$ cat config.mk
export PLATFORM = sky130hd
export DESIGN_NAME = adder_arbiter
export DESIGN_NICKNAME = d
export VERILOG_FILES = /design/src/rtl/adder_arbiter.sv
export SDC_FILE = /design/constraint.sdc
export NUM_CORES = 1
export LEC_CHECK = 0
export CAP_MARGIN = 10
export CORE_MARGIN = 5
export CORE_UTILIZATION = 45
export DETAILED_ROUTE_END_ITERATION = 7
export PLACE_DENSITY = 0.79
export SLEW_MARGIN = 20
export SYNTH_ARGS = -nofsm -noshare
export SYNTH_HDL_FRONTEND = slang
export SYNTH_HIERARCHICAL = 1
export SYNTH_SLANG_ARGS = --single-unit
$ cat constraint.sdc
create_clock -name clk -period 32.7 [get_ports clk]
set_input_delay 9.81 -clock clk [delete_from_list [all_inputs] [get_ports clk]]
set_output_delay 9.81 -clock clk [all_outputs]
set_load 0.02 [all_outputs]
$ cat src/rtl/adder_arbiter.sv
// Two-requester round-robin front end for one shared 64-bit ripple adder.
// Operands are held for SETTLE_CYCLES before the result is captured.

module adder64 (
    input  logic [63:0] a,
    input  logic [63:0] b,
    output logic [63:0] sum,
    output logic        overflow,
    output logic        carryout
);

    logic c;

    always_comb begin
        c   = 1'b0;
        sum = '0;
        for (int i = 0; i < 64; i++) begin
            sum[i] = a[i] ^ b[i] ^ c;
            c      = (a[i] & b[i]) | (c & (a[i] ^ b[i]));
        end
    end

    assign carryout = c;
    assign overflow = (a[63] == b[63]) & (sum[63] != a[63]);

endmodule

module adder_arbiter #(
    parameter int unsigned SETTLE_CYCLES = 2
) (
    input  logic        clk,
    input  logic        reset_n,
    input  logic        req0_valid,
    input  logic [63:0] req0_a,
    input  logic [63:0] req0_b,
    input  logic        req1_valid,
    input  logic [63:0] req1_a,
    input  logic [63:0] req1_b,
    output logic        req0_ready,
    output logic        req1_ready,
    output logic        rsp_valid,
    input  logic        rsp_ready,
    output logic        rsp_id,
    output logic [63:0] rsp_sum,
    output logic        rsp_overflow,
    output logic        rsp_carryout,
    output logic        busy
);

    typedef enum logic [1:0] {
        IDLE,
        SETTLE,
        DONE
    } state_e;

    localparam logic [7:0] CNT_INIT = 8'(SETTLE_CYCLES - 1);

    state_e      state_q, state_d;
    logic        prio_q, prio_d;
    logic [7:0]  cnt_q, cnt_d;
    logic [63:0] op_a_q, op_a_d;
    logic [63:0] op_b_q, op_b_d;
    logic        id_q, id_d;
    logic        rv_q, rv_d;
    logic [63:0] sum_q, sum_d;
    logic        ovf_q, ovf_d;
    logic        co_q, co_d;

    logic        gnt0, gnt1, idle;
    logic [63:0] add_sum;
    logic        add_ovf, add_co;

    adder64 u_add (
        .a        (op_a_q),
        .b        (op_b_q),
        .sum      (add_sum),
        .overflow (add_ovf),
        .carryout (add_co)
    );

    // prio_q == 0 favours requester 0 when both are valid
    always_comb begin
        gnt0 = req0_valid & (~req1_valid | ~prio_q);
        gnt1 = req1_valid & (~req0_valid | prio_q);
    end

    assign idle       = (state_q == IDLE);
    assign req0_ready = reset_n & idle & gnt0;
    assign req1_ready = reset_n & idle & gnt1;
    assign busy       = ~idle;

    assign rsp_valid    = rv_q;
    assign rsp_id       = id_q;
    assign rsp_sum      = sum_q;
    assign rsp_overflow = ovf_q;
    assign rsp_carryout = co_q;

    always_comb begin
        state_d = state_q;
        prio_d  = prio_q;
        cnt_d   = cnt_q;
        op_a_d  = op_a_q;
        op_b_d  = op_b_q;
        id_d    = id_q;
        rv_d    = rv_q;
        sum_d   = sum_q;
        ovf_d   = ovf_q;
        co_d    = co_q;
        unique case (state_q)
            IDLE: begin
                if (gnt0 | gnt1) begin
                    op_a_d  = gnt1 ? req1_a : req0_a;
                    op_b_d  = gnt1 ? req1_b : req0_b;
                    id_d    = gnt1;
                    prio_d  = ~gnt1;
                    cnt_d   = CNT_INIT;
                    state_d = SETTLE;
                end
            end
            SETTLE: begin
                if (cnt_q == 8'd0) begin
                    sum_d   = add_sum;
                    ovf_d   = add_ovf;
                    co_d    = add_co;
                    rv_d    = 1'b1;
                    state_d = DONE;
                end else begin
                    cnt_d = cnt_q - 8'd1;
                end
            end
            DONE: begin
                if (rsp_ready) begin
                    rv_d    = 1'b0;
                    state_d = IDLE;
                end
            end
            default: state_d = IDLE;
        endcase
    end

    always_ff @(posedge clk or negedge reset_n) begin
        if (!reset_n) begin
            state_q <= IDLE;
            prio_q  <= 1'b0;
            cnt_q   <= 8'd0;
            op_a_q  <= '0;
            op_b_q  <= '0;
            id_q    <= 1'b0;
            rv_q    <= 1'b0;
            sum_q   <= '0;
            ovf_q   <= 1'b0;
            co_q    <= 1'b0;
        end else begin
            state_q <= state_d;
            prio_q  <= prio_d;
            cnt_q   <= cnt_d;
            op_a_q  <= op_a_d;
            op_b_q  <= op_b_d;
            id_q    <= id_d;
            rv_q    <= rv_d;
            sum_q   <= sum_d;
            ovf_q   <= ovf_d;
            co_q    <= co_d;
        end
    end

endmodule

Word-level counts from Yosys, hierarchy flattened:

Index checks and enable logic that the tools add are counted.

* add/sub/neg operators: 1
* equality and inequality tests: 8
* mux-type cells: 12
* bitwise gates (word level): 331
* reduce and logical (&&, ||, !) cells: 9

Operator list (count)
* $and 1x1->1: 133
* $mux 64: 2
* $xor 1x1->1: 127
* $or 1x1->1: 66
* $mux 8: 2
* $pmux 8 s2: 1
* $reduce_and 3->1: 3
* $logic_not 8->1: 1
* $sub 8x1->8 const B: 1
* $mux 2: 3
* $ne 2x2->1 const B: 3
* $pmux 2 s3: 1
* $not 1->1: 5
* $reduce_and 2->1: 2
* $reduce_bool 2->1: 2
* $eq 2x1->1 const B: 1
* $eq 2x2->1 const B: 1
* $logic_not 2->1: 1
* $mux 1: 2
* $ne 2x1->1 const B: 1
* $pmux 1 s2: 1
* $eq 1x1->1: 1
* $ne 1x1->1: 1

* bits in registers: 207
* input port bits: 261

Longest topological paths before layout:

* word-level depth: 128
* depth in mapped cells: 70

Cells and area by module:

Netlist, hierarchy kept.

By module, submodules not included
* adder_arbiter: instances 1, cells each 641, area each 8685.8 um^2
* adder64: instances 1, cells each 77, area each 1336.3 um^2

Worst setup path before layout:

No wires, ideal clock.

* path type: register -> register
* start point: register op_a_q[0]
* end point: register ovf_q, in the netlist rsp_overflow
* library setup time: 125 ps
* arrival: 24836 ps
* path slack: 7739 ps
* cell stages (with the launch flop): 71
* cell sequence: dfrtp_1 ha_1 fa_1 fa_1 fa_1 fa_1 fa_1 fa_1 fa_1 fa_1 fa_1 fa_1 fa_1 fa_1 fa_1 fa_1 fa_1 inv_1 [35 not listed] fa_1 fa_1 fa_1 fa_1 fa_1 fa_1 fa_1 fa_1 fa_1 fa_1 fa_1 fa_1 fa_1 inv_1 fa_1 xor2_1 nor2_1 mux2_2

* word-level cells in the longest chain between the ends: 128

Ends and longest elaborated chain
* from (decl): RTL line 61 `logic [63:0] op_a_q, op_a_d;`
* from (signal assigned): RTL line 157 `op_a_q <= op_a_d;`
* $and 1x1->1 (2 in a row): RTL line 19 `c = (a[i] & b[i]) | (c & (a[i] ^ b[i]));`
* $or 1x1->1: RTL line 19
* $and 1x1->1: RTL line 19
* $or 1x1->1: RTL line 19
* $and 1x1->1: RTL line 19
* $or 1x1->1: RTL line 19
* $and 1x1->1: RTL line 19
* $or 1x1->1: RTL line 19
* [112 not listed]
* $and 1x1->1: RTL line 19
* $or 1x1->1: RTL line 19
* $and 1x1->1: RTL line 19
* $or 1x1->1: RTL line 19
* $xor 1x1->1: RTL line 18 `sum[i] = a[i] ^ b[i] ^ c;`
* $ne 1x1->1: RTL line 24 `assign overflow = (a[63] == b[63]) & (sum[63] != a[63]);`
* $and 1x1->1: RTL line 24
* named net add_ovf: RTL line 71 `logic add_ovf, add_co;`
* to (signal assigned): RTL line 162 `ovf_q <= ovf_d;`
* to (decl): RTL line 66 `logic ovf_q, ovf_d;`

The timed path passes the listed nets, and every way through them passes these cells.
A chain may end at the register's enable or synchronous reset.

Worst setup path after layout:

Same ends and word-level chain as after synthesis.

==> impl_metrics.yaml <==
outcome:
  outcome: "completed"
sta:
  fin_setup_tns_ps: 0
  finalSetupViolations: 0
  period_needed_ps: 26230
  skew_ps: 18.88
  drv_slew: 0
  relSlewSlack_pct: 26.50
  whs_ps: 500.7
  finalHoldViolations: 0
  min_period_over_period_pct: 80.22
  tightest_slew_ps: 1103
  rsz0062_at_grt: "false"
  fmax_mhz: 38.12
critical_path:
  slowest_stage: "fa_1"
  worstSetupPathType: "register to register"
  cpPeakStageDelay_ps: 430
  critPathLaunch: "op_a_q[0]"
  worst_setup_path_start_kind: "register"
  crit_path_frequent_cell: "fa_1"
  rr_endpoint: "rsp_overflow"
  cp_max_fo: 2
  cp_num_buf_inv: 3
  r2r_start: "op_a_q[0]"
  crit_arrival_ps: 26630
  r2r_slack_ps: 6470
  critPathTopFamily: "adder cells"
  worst_setup_path_end_kind: "register"
  reg2reg_depth: 70
  worstPathRequired_ps: 33090
routing:
  vias: 7224
  drtIter0Drc: 439
  post_drt_via_cell_ratio: 5.436
  routedWlPerCell_um: 21.58
  first_pass_iters: 5
  ant_nets: 0
  drt-total-wl_um: 28690
  drcViolationCount: 0
synth:
  synth_fa_ha_area_share_pct: 13.08
  syn_area_um2: 10020
  synth_xor_area_share_pct: 0.1748
  synth_compound_area_share_pct: 13.80
  syn_nets: 1046
  synth_edf_count: 0
  synthArstFlopShare_pct: 100.0
  synth_mux_area_share_pct: 8.290
  synthCells: 718
  yosys.area_share.simple_pct: 9.913
  yosysUniqueCellTypes: 34
  avgSynthCellArea_um2: 13.96
  ys_seq_area_share_pct: 51.69
  yosys_warnings: 6
  ys.flop_type: "dfrtp_1"
  yosys_register_bits: 207
  synth_top_family_by_area: "compound AO/OA/AOI/OAI gates"
clocking:
  cts_tree: "yes"
  cts_htree_levels: 1
  post_cts_resized: 0
  cts_buffers: 24
  root_buffer: "clkbuf_16"
  cts_setup_buffers: 0
  worstSkewPairLatency_ps: 520
  holdBufCountCts: 0
  clkTransAtPathRegs_ps: 60
  clkSinkCount: 207
  cts_buffer_depth: 3
placement:
  placedCellCount: 1286
  io_buffers: 331
  globalplace.congestion: 0.8309
  placed_area_um2: 13530
  dp_hpwl_um: 20650
worst_hold_path:
  min_to: "rsp_sum[24]"
  worstHoldPathType: "register to register"
  min_delay_path_depth: 1
  worstHoldStart: "rsp_sum[24]"
global_routing:
  gr-total-overflow: 0
  grt_start_max_net_pins: 129
  grt_usage_pct: 22.27
  antenna_found_initial: 0
  grt_pass1_vias: 7859
  grt_pass1_wl_um: 45410
floorplanning:
  dieHeight_um: 159.2
  rows: 54
  initial_core_util_pct: 45.78
  die_x_um: 159.2
  core_um2: 21890
  io_pins: 332
  die_area_um2: 25360
layout:
  fin_nets: 1360
  finish.instance_area_um2: 14370
  fin_cells: 1329
  utilization_pct: 65.62
  layout-drive-gt1-share_pct: 11.63
  diodes: 0
  syn_to_final_growth_pct: 43.33
pwr:
  p_leak_nw: 6.221
  worst_ir_drop_vdd_mv: 0.04313
  p_per_area_nw_per_um2: 95.92
job:
  cap_violations: 0
cells in the final DEF, fill, tap and decap left out, drive strengths merged:
cell           Yosys  routed
a21o               1       1
nand3              2       2
or3                1       1
a21oi              4       4
nand4bb            1       1
nand2b             2       2
o21bai             1       1
nand4b             1       1
or3b               1       1
xor2               2       2
ha                 4       4
nor3b              1       1
a211o              1       1
mux2i              2       2
nor4bb             1       1
fa                63      63
clkinvlp           0       2
nor3               4       4
nor2              11      11
clkbuf            20      32
clkdlybuf4s50      0     330
buf               29       7
clkinv             0       7
nand2              7       7
mux2              66      66
a221o            128     128
bufinv             0       2
and2             130     130
o21ai              7       7
dfrtp            207     207
inv               18      18
o31ai              3       3
final cells by class:
| type | count | area [um^2] |
|---|---|---|
| clock buffers | 32 | 711.9 |
| clock inverters | 11 | 113.9 |
| fillers | 1640 | 7526 |
| inverters | 18 | 67.56 |
| multi-input cells | 444 | 4574 |
| flip-flops and latches | 207 | 5180 |
| well taps | 280 | 350.3 |
| repair buffers | 337 | 3367 |
kinds of logic after synthesis:
family,after synthesis
mux,68
simple gates,162
flops,207
compound gates,145
xor+xnor,2
buf+inv,67
fa+ha+maj,67
where the power goes:
part | total [mW] | internal, mW | switching (mW)
logic | 0.626 | 0.339 | 0.287
registers | 0.478 | 0.380 | 0.0975
clock network | 0.275 | 0.168 | 0.106
total | 1.38 | 0.887 | 0.490
metrics by stage:
step | total power, mW | setup slack (ps)
2_1_floorplan | 0.8522 | 7739
3_3_place_gp | 1.091 | 6960
3_5_place_dp | 1.113 | 6620
4_1_cts | 1.399 | 6495
5_1_grt | 1.487 | 5675
6_report | 1.378 | 6467
Yosys cell counts, drive strengths merged, types with 7 or more instances:
cell / number / area share, %
dfrtp: 207 / 52
nand2: 7 / 0.29
inv: 18 / 0.67
o21ai: 7 / 0.35
and2: 130 / 8.1
clkbuf: 20 / 0.75
nor2: 11 / 0.49
fa: 63 / 13
mux2: 66 / 8.1
buf: 29 / 1.6
a221o: 128 / 13
worst max-delay path by stage:
| stage | end | slack (ps) | cells past startpoint |
|---|---|---|---|
| 4_1_cts | rsp_overflow | 6500 | 70 |
| 3_3_place_gp | rsp_overflow | 6960 | 70 |
| 3_5_place_dp | rsp_overflow | 6620 | 70 |
| 5_1_grt | rsp_overflow | 5670 | 70 |
| 2_1_floorplan | rsp_overflow | 7740 | 70 |
| 6_report | rsp_overflow | 6470 | 70 |
per-layer routing:
layer / global-route usage [%] / vias up / wire length [um]
li1: - / 3248 / -
met1: 28.96 / 3669 / 11600
met2: 38.16 / 275 / 14320
met3: 5.824 / 32 / 2271
met4: 4.265 / 0 / 485
met5: 0 / - / 0
flip-flops by register name, indices dropped and copies added, names as in the netlist:
name	cells
cnt_q	8
op_a_q	64
rsp_carryout	1
prio_q	1
rsp_id	1
op_b_q	64
rsp_sum	64
rsp_overflow	1
state_q	2
rsp_valid	1
Power figures use the tool's default switching activity.
==> edit 1 (config.mk and constraints unchanged) <==
Register the output `rsp_overflow` once more; this adds one clock of latency there. The other outputs are not delayed to match.
--- a/src/rtl/adder_arbiter.sv
+++ b/src/rtl/adder_arbiter.sv
@@ -93,5 +93,7 @@
     assign rsp_id       = id_q;
     assign rsp_sum      = sum_q;
-    assign rsp_overflow = ovf_q;
+    always_ff @(posedge clk) begin
+        rsp_overflow <= ovf_q;
+    end
     assign rsp_carryout = co_q;
 
Behaviour: not the same (Yosys sat finds a counterexample within 4 cycles, from zero or initial values and one cycle with reset_n low).
==> edit 1 against the original RTL <==
- critical path depth did not move
- cell area barely moved
- highest routed layer is now met5
- largest power group unchanged
- area after synthesis is 0.20% higher
- largest cell class unchanged
- total power shrank 0.22%
- maximum frequency barely moved
- sequential cell count up 1
- setup slack worse by 0.0038 ns
- routed wire length increased by 0.22%
==> edit 1: results (changes against the original RTL) <==
[sta]
worst_slack_ns = 6.46  ; -0.00380 ns
timing.hold.ws_ns = 0.376  ; -0.125 ns
tightest_slew_ns = 1.06  ; -0.0438 ns
fin_skew_ns = 0.0113  ; -0.00755 ns

[status]
status = finished, final reports clean

[layout]
nNetsFinal = 1361  ; +0.074%
layout-drive-gt1-share = 0.111  ; -0.00572
fillCellCount = 1632  ; -0.49%
diodes = 0  ; unchanged

[place]
dp_slack_ns = 6.59  ; -0.0278 ns
dp_cells = 1288  ; +0.16%
post_dp_cell_area_sq_um = 13600  ; +0.20%
gp_congestion = 0.833  ; +0.22%
port_buffers = 331  ; unchanged
hpwl_mm = 20.9  ; +1.2%

[detailed_routing]
drt_iter0_drc = 327  ; -26%
num_vias = 7192  ; -0.44%
wl_mm = 28.7  ; +0.22%
drt_pass1_iterations = 6  ; +1
via_per_inst = 5.41  ; -0.44%

[global_routing]
grt_pass1_wl_mm = 45.7  ; +0.70%
grt_pass1_vias = 7891  ; +0.41%
grtUsageTotal = 0.224  ; +0.000767
grt_max_degree = 101  ; -22%
antenna_found_initial = 1  ; +1
grt.overflow.total = 0  ; unchanged

[yosys]
synth_compound_area_frac = 0.138  ; -0.000275
synth_xor_xnor_area_share = 0.00174  ; -0.00000348
synth_commonest_cells = dfrtp_1, a221o_1, and2_0, fa_1, mux2_2
syn-num-nets = 1047  ; +0.096%
synth-async-reset-ratio = 0.995  ; -0.00481
synthTopCellsByArea = dfrtp_1, a221o_1, fa_1, and2_0, mux2_2
synthMuxAreaShare = 0.0827  ; -0.000165
seq_area_frac_synth = 0.518  ; +0.000963
ys_warn_count = 6  ; unchanged
syn_area_per_cell_sq_um = 14.0  ; about the same
ys_types = 35  ; +2.9%
synthAdderAreaFrac = 0.131  ; -0.000261

[clocking]
cts_buffers = 23  ; -4.2%
cts.htree.levels = 1  ; unchanged
cts_buffer_depth = 3  ; unchanged
cts_resized = 0  ; unchanged
clkLatencyLatePin_ns = 0.50  ; -0.02 ns
post_cts.repair.setup_buffers = 0  ; unchanged
path_clk_slew_ns = 0.06  ; about the same
root_buffer = clkbuf_16

[pwr]
ir_drop_mv = 0.0469  ; +8.7%
p_leak_nw = 6.22  ; about the same
p_int_mw = 0.890  ; +0.32%

[worst_hold_path]
hold_start = ovf_q
hp-class = flop to flop

[critical_path]
slowest_stage = fa_1
critPathMaxFanout = 2  ; unchanged
crit_family = adder cells
rr_startpoint = op_a_q[0]
arrival_ns = 26.62  ; about the same
critPathLaunchType = flop
slowest_delay_ns = 0.45  ; +0.02 ns
worst-r2r-setup-slack_ns = 6.46  ; about the same

[edit 1: cell count changes after synthesis, sizes merged]
cell	delta
dfxtp	+1
[edit 1: power by group through the flow]
stage	combinational (mW)	clock, mW	sequential [mW]
detailed placement	0.628	0	0.484
floorplan	0.348	0	0.506
CTS	0.636	0.279	0.481
finish	0.624	0.273	0.478
global route	0.692	0.289	0.497
global placement	0.612	0	0.478
[edit 1: path summary, 6_finish.rpt]
check	end	cells after the start
max in group asynchronous	op_b_q[61]	2
worst min-delay path	rsp_overflow	0
worst max-delay path	ovf_q	70
min in group asynchronous	op_a_q[24]	1
worst min register to register	rsp_overflow	0
worst max register to register	ovf_q	70
[edit 1: worst reg2reg max path, delay by kind of cell (launching register included)]
kind	cells	cell delay, ns
adders and majority gates	64	25.07
DFF	1	0.38
muxes	1	0.25
buffers and inverters	3	0.23
xor gates and xnor gates	1	0.15
and+or+nand+nor	1	0.05
[edit 1: layer usage]
metal	part of all wire	global-route usage	vias up	routed length (um)
met5	0.00038	0	-	11
met4	0.021	0.0496	2	608
met3	0.072	0.0570	40	2080
met2	0.49	0.374	285	14200
met1	0.41	0.297	3607	11900
li1	-	-	3258	-
[edit 1: final cells by class]
cell class	count	area, sq um	share of cell area
flip-flops and latches	208	5200	0.362
well taps	280	350	0.0244
multi-input cells	444	4570	0.319
repair buffers	338	3370	0.235
inverters	18	67.6	0.00471
clock buffers	33	653	0.0455
clock inverters	8	140	0.00976
[edit 1: cells by family after synthesis]
group                    after synthesis
flip-flops                           208
AND/OR/NAND/NOR                      162
AO/OA/AOI/OAI                        145
multiplexers                          68
buffers and inverters                 67
adder cells (fa/ha/maj)               67
XOR/XNOR                               2
==> edit 2 (same settings) <==
Made on the original files. Encoding of `state_e`: now one-hot (3 bits for 3 states).
--- a/src/rtl/adder_arbiter.sv
+++ b/src/rtl/adder_arbiter.sv
@@ -48,8 +48,8 @@
 );
 
-    typedef enum logic [1:0] {
-        IDLE,
-        SETTLE,
-        DONE
+    typedef enum logic [2:0] {
+        IDLE   = 3'b001,
+        SETTLE = 3'b010,
+        DONE   = 3'b100
     } state_e;
 
Check against the original RTL: no difference found for any inputs over 4 cycles, from zero or initial values and one cycle with reset_n low; so few cycles prove little.
==> edit 2 against the original RTL <==
- cell area rose by 2.8%
- clock power rose by 9.5%
- setup slack worse by 0.036 ns
- area after synthesis grew 3.6%
- total power grew 4.0%
- routed wire length increased by 5.7%
- sequential cell count is 1 higher
- core utilization shrank 0.60 points
- highest routed layer unchanged
==> edit 2: results (changes against the original RTL) <==
[global_routing]
antenna_found_initial = 0  ; unchanged
grt_pass1_wl_mm = 47.3  ; +4.2%
grt_max_degree = 78  ; -40%
grt_pass1_vias = 8353  ; +6.3%
grtUsageTotal = 0.225  ; +0.00251

[critical_path]
arrival_ns = 26.66  ; +0.03 ns
slowest_delay_ns = 0.45  ; +0.02 ns

[sta]
fin_skew_ns = 0.00840  ; -0.0105 ns
tightest_slew_ns = 0.926  ; -0.176 ns

[detailed_routing]
wl_mm = 30.3  ; +5.7%
drt_iter0_drc = 425  ; -3.2%
routed_wire_length_per_instance_um = 22.6  ; +4.7%
via_per_inst = 5.77  ; +6.1%

[pwr]
p_leak_nw = 6.37  ; +2.5%
p_int_mw = 0.916  ; +3.2%
ir_drop_mv = 0.0582  ; +35%

[yosys]
ys_types = 38  ; +12%
synth_commonest_cells = dfrtp_1, a21boi_0, a221o_1, fa_1, clkbuf_1
syn_area_per_cell_sq_um = 14.0  ; +0.40%
syn-num-nets = 1069  ; +2.2%
synthTopCellsByArea = dfrtp_1, a221o_1, fa_1, a21boi_0, mux2_4
seq_area_frac_synth = 0.501  ; -0.0155
ys_warn_count = 6  ; unchanged

[layout]
nNetsFinal = 1367  ; +0.51%
layout-drive-gt1-share = 0.119  ; +0.00290

[place]
gp_congestion = 0.815  ; -1.9%
dp_slack_ns = 6.60  ; -0.0190 ns
post_dp_cell_area_sq_um = 13800  ; +2.3%
hpwl_mm = 21.4  ; +3.8%

[clocking]
cts.htree.levels = 1  ; unchanged
clkLatencyLatePin_ns = 0.51
path_clk_slew_ns = 0.06  ; about the same

[worst_hold_path]
hold_start = rsp_sum[20]

[status]
status = finished, final reports clean

[edit 2: cell types whose count changed after synthesis, moves of 15 or more]
cell and change:
a21boi_0 +128, and2_0 -90, and2_1 -38, buf_2 -15, clkbuf_1 +30
[edit 2: power groups by stage]
stage | logic [mW] | registers [mW] | clock network [mW]
floorplan | 0.380 | 0.501 | 0
global placement | 0.638 | 0.475 | 0
detailed placement | 0.659 | 0.480 | 0
CTS | 0.664 | 0.478 | 0.307
global route | 0.726 | 0.495 | 0.317
finish | 0.656 | 0.476 | 0.301
[edit 2: area by class of cell]
class | count | area (sq um)
Fill cell | 1624 | 7940
Sequential cell | 208 | 5210
Multi-Input combinational cell | 451 | 4850
Timing Repair Buffer | 339 | 3400
Clock buffer | 35 | 723
Tap cell | 285 | 357
Clock inverter | 9 | 176
Inverter | 15 | 56.3
[edit 2: cell families after synthesis]
group / synth area share
AOI/OAI and AO/OA: 0.229
xor gates and xnor gates: 0.000844
adders and majority gates: 0.126
buffers and inverters: 0.0339
DFF: 0.501
muxes: 0.0878
and+or+nand+nor: 0.0212
[edit 2: worst paths after layout]
path                            depth (start not counted)      endpoint  slack, ns
worst max-delay path                                   70  rsp_overflow       6.43
worst min-delay path                                    1   rsp_sum[20]       0.50
worst max register to register                         70  rsp_overflow       6.43
worst min register to register                          1   rsp_sum[20]       0.50
max in group asynchronous                               2    op_b_q[30]      22.01
min in group asynchronous                               1    op_a_q[47]       9.31
[edit 2: metal layers]
| layer | global-route usage | vias up | part of all wire |
|---|---|---|---|
| met5 | 0 | - | 0 |
| met4 | 0.0715 | 0 | 0.036 |
| met3 | 0.0591 | 56 | 0.072 |
| met2 | 0.378 | 296 | 0.49 |
| met1 | 0.288 | 3956 | 0.40 |
| li1 | - | 3433 | - |
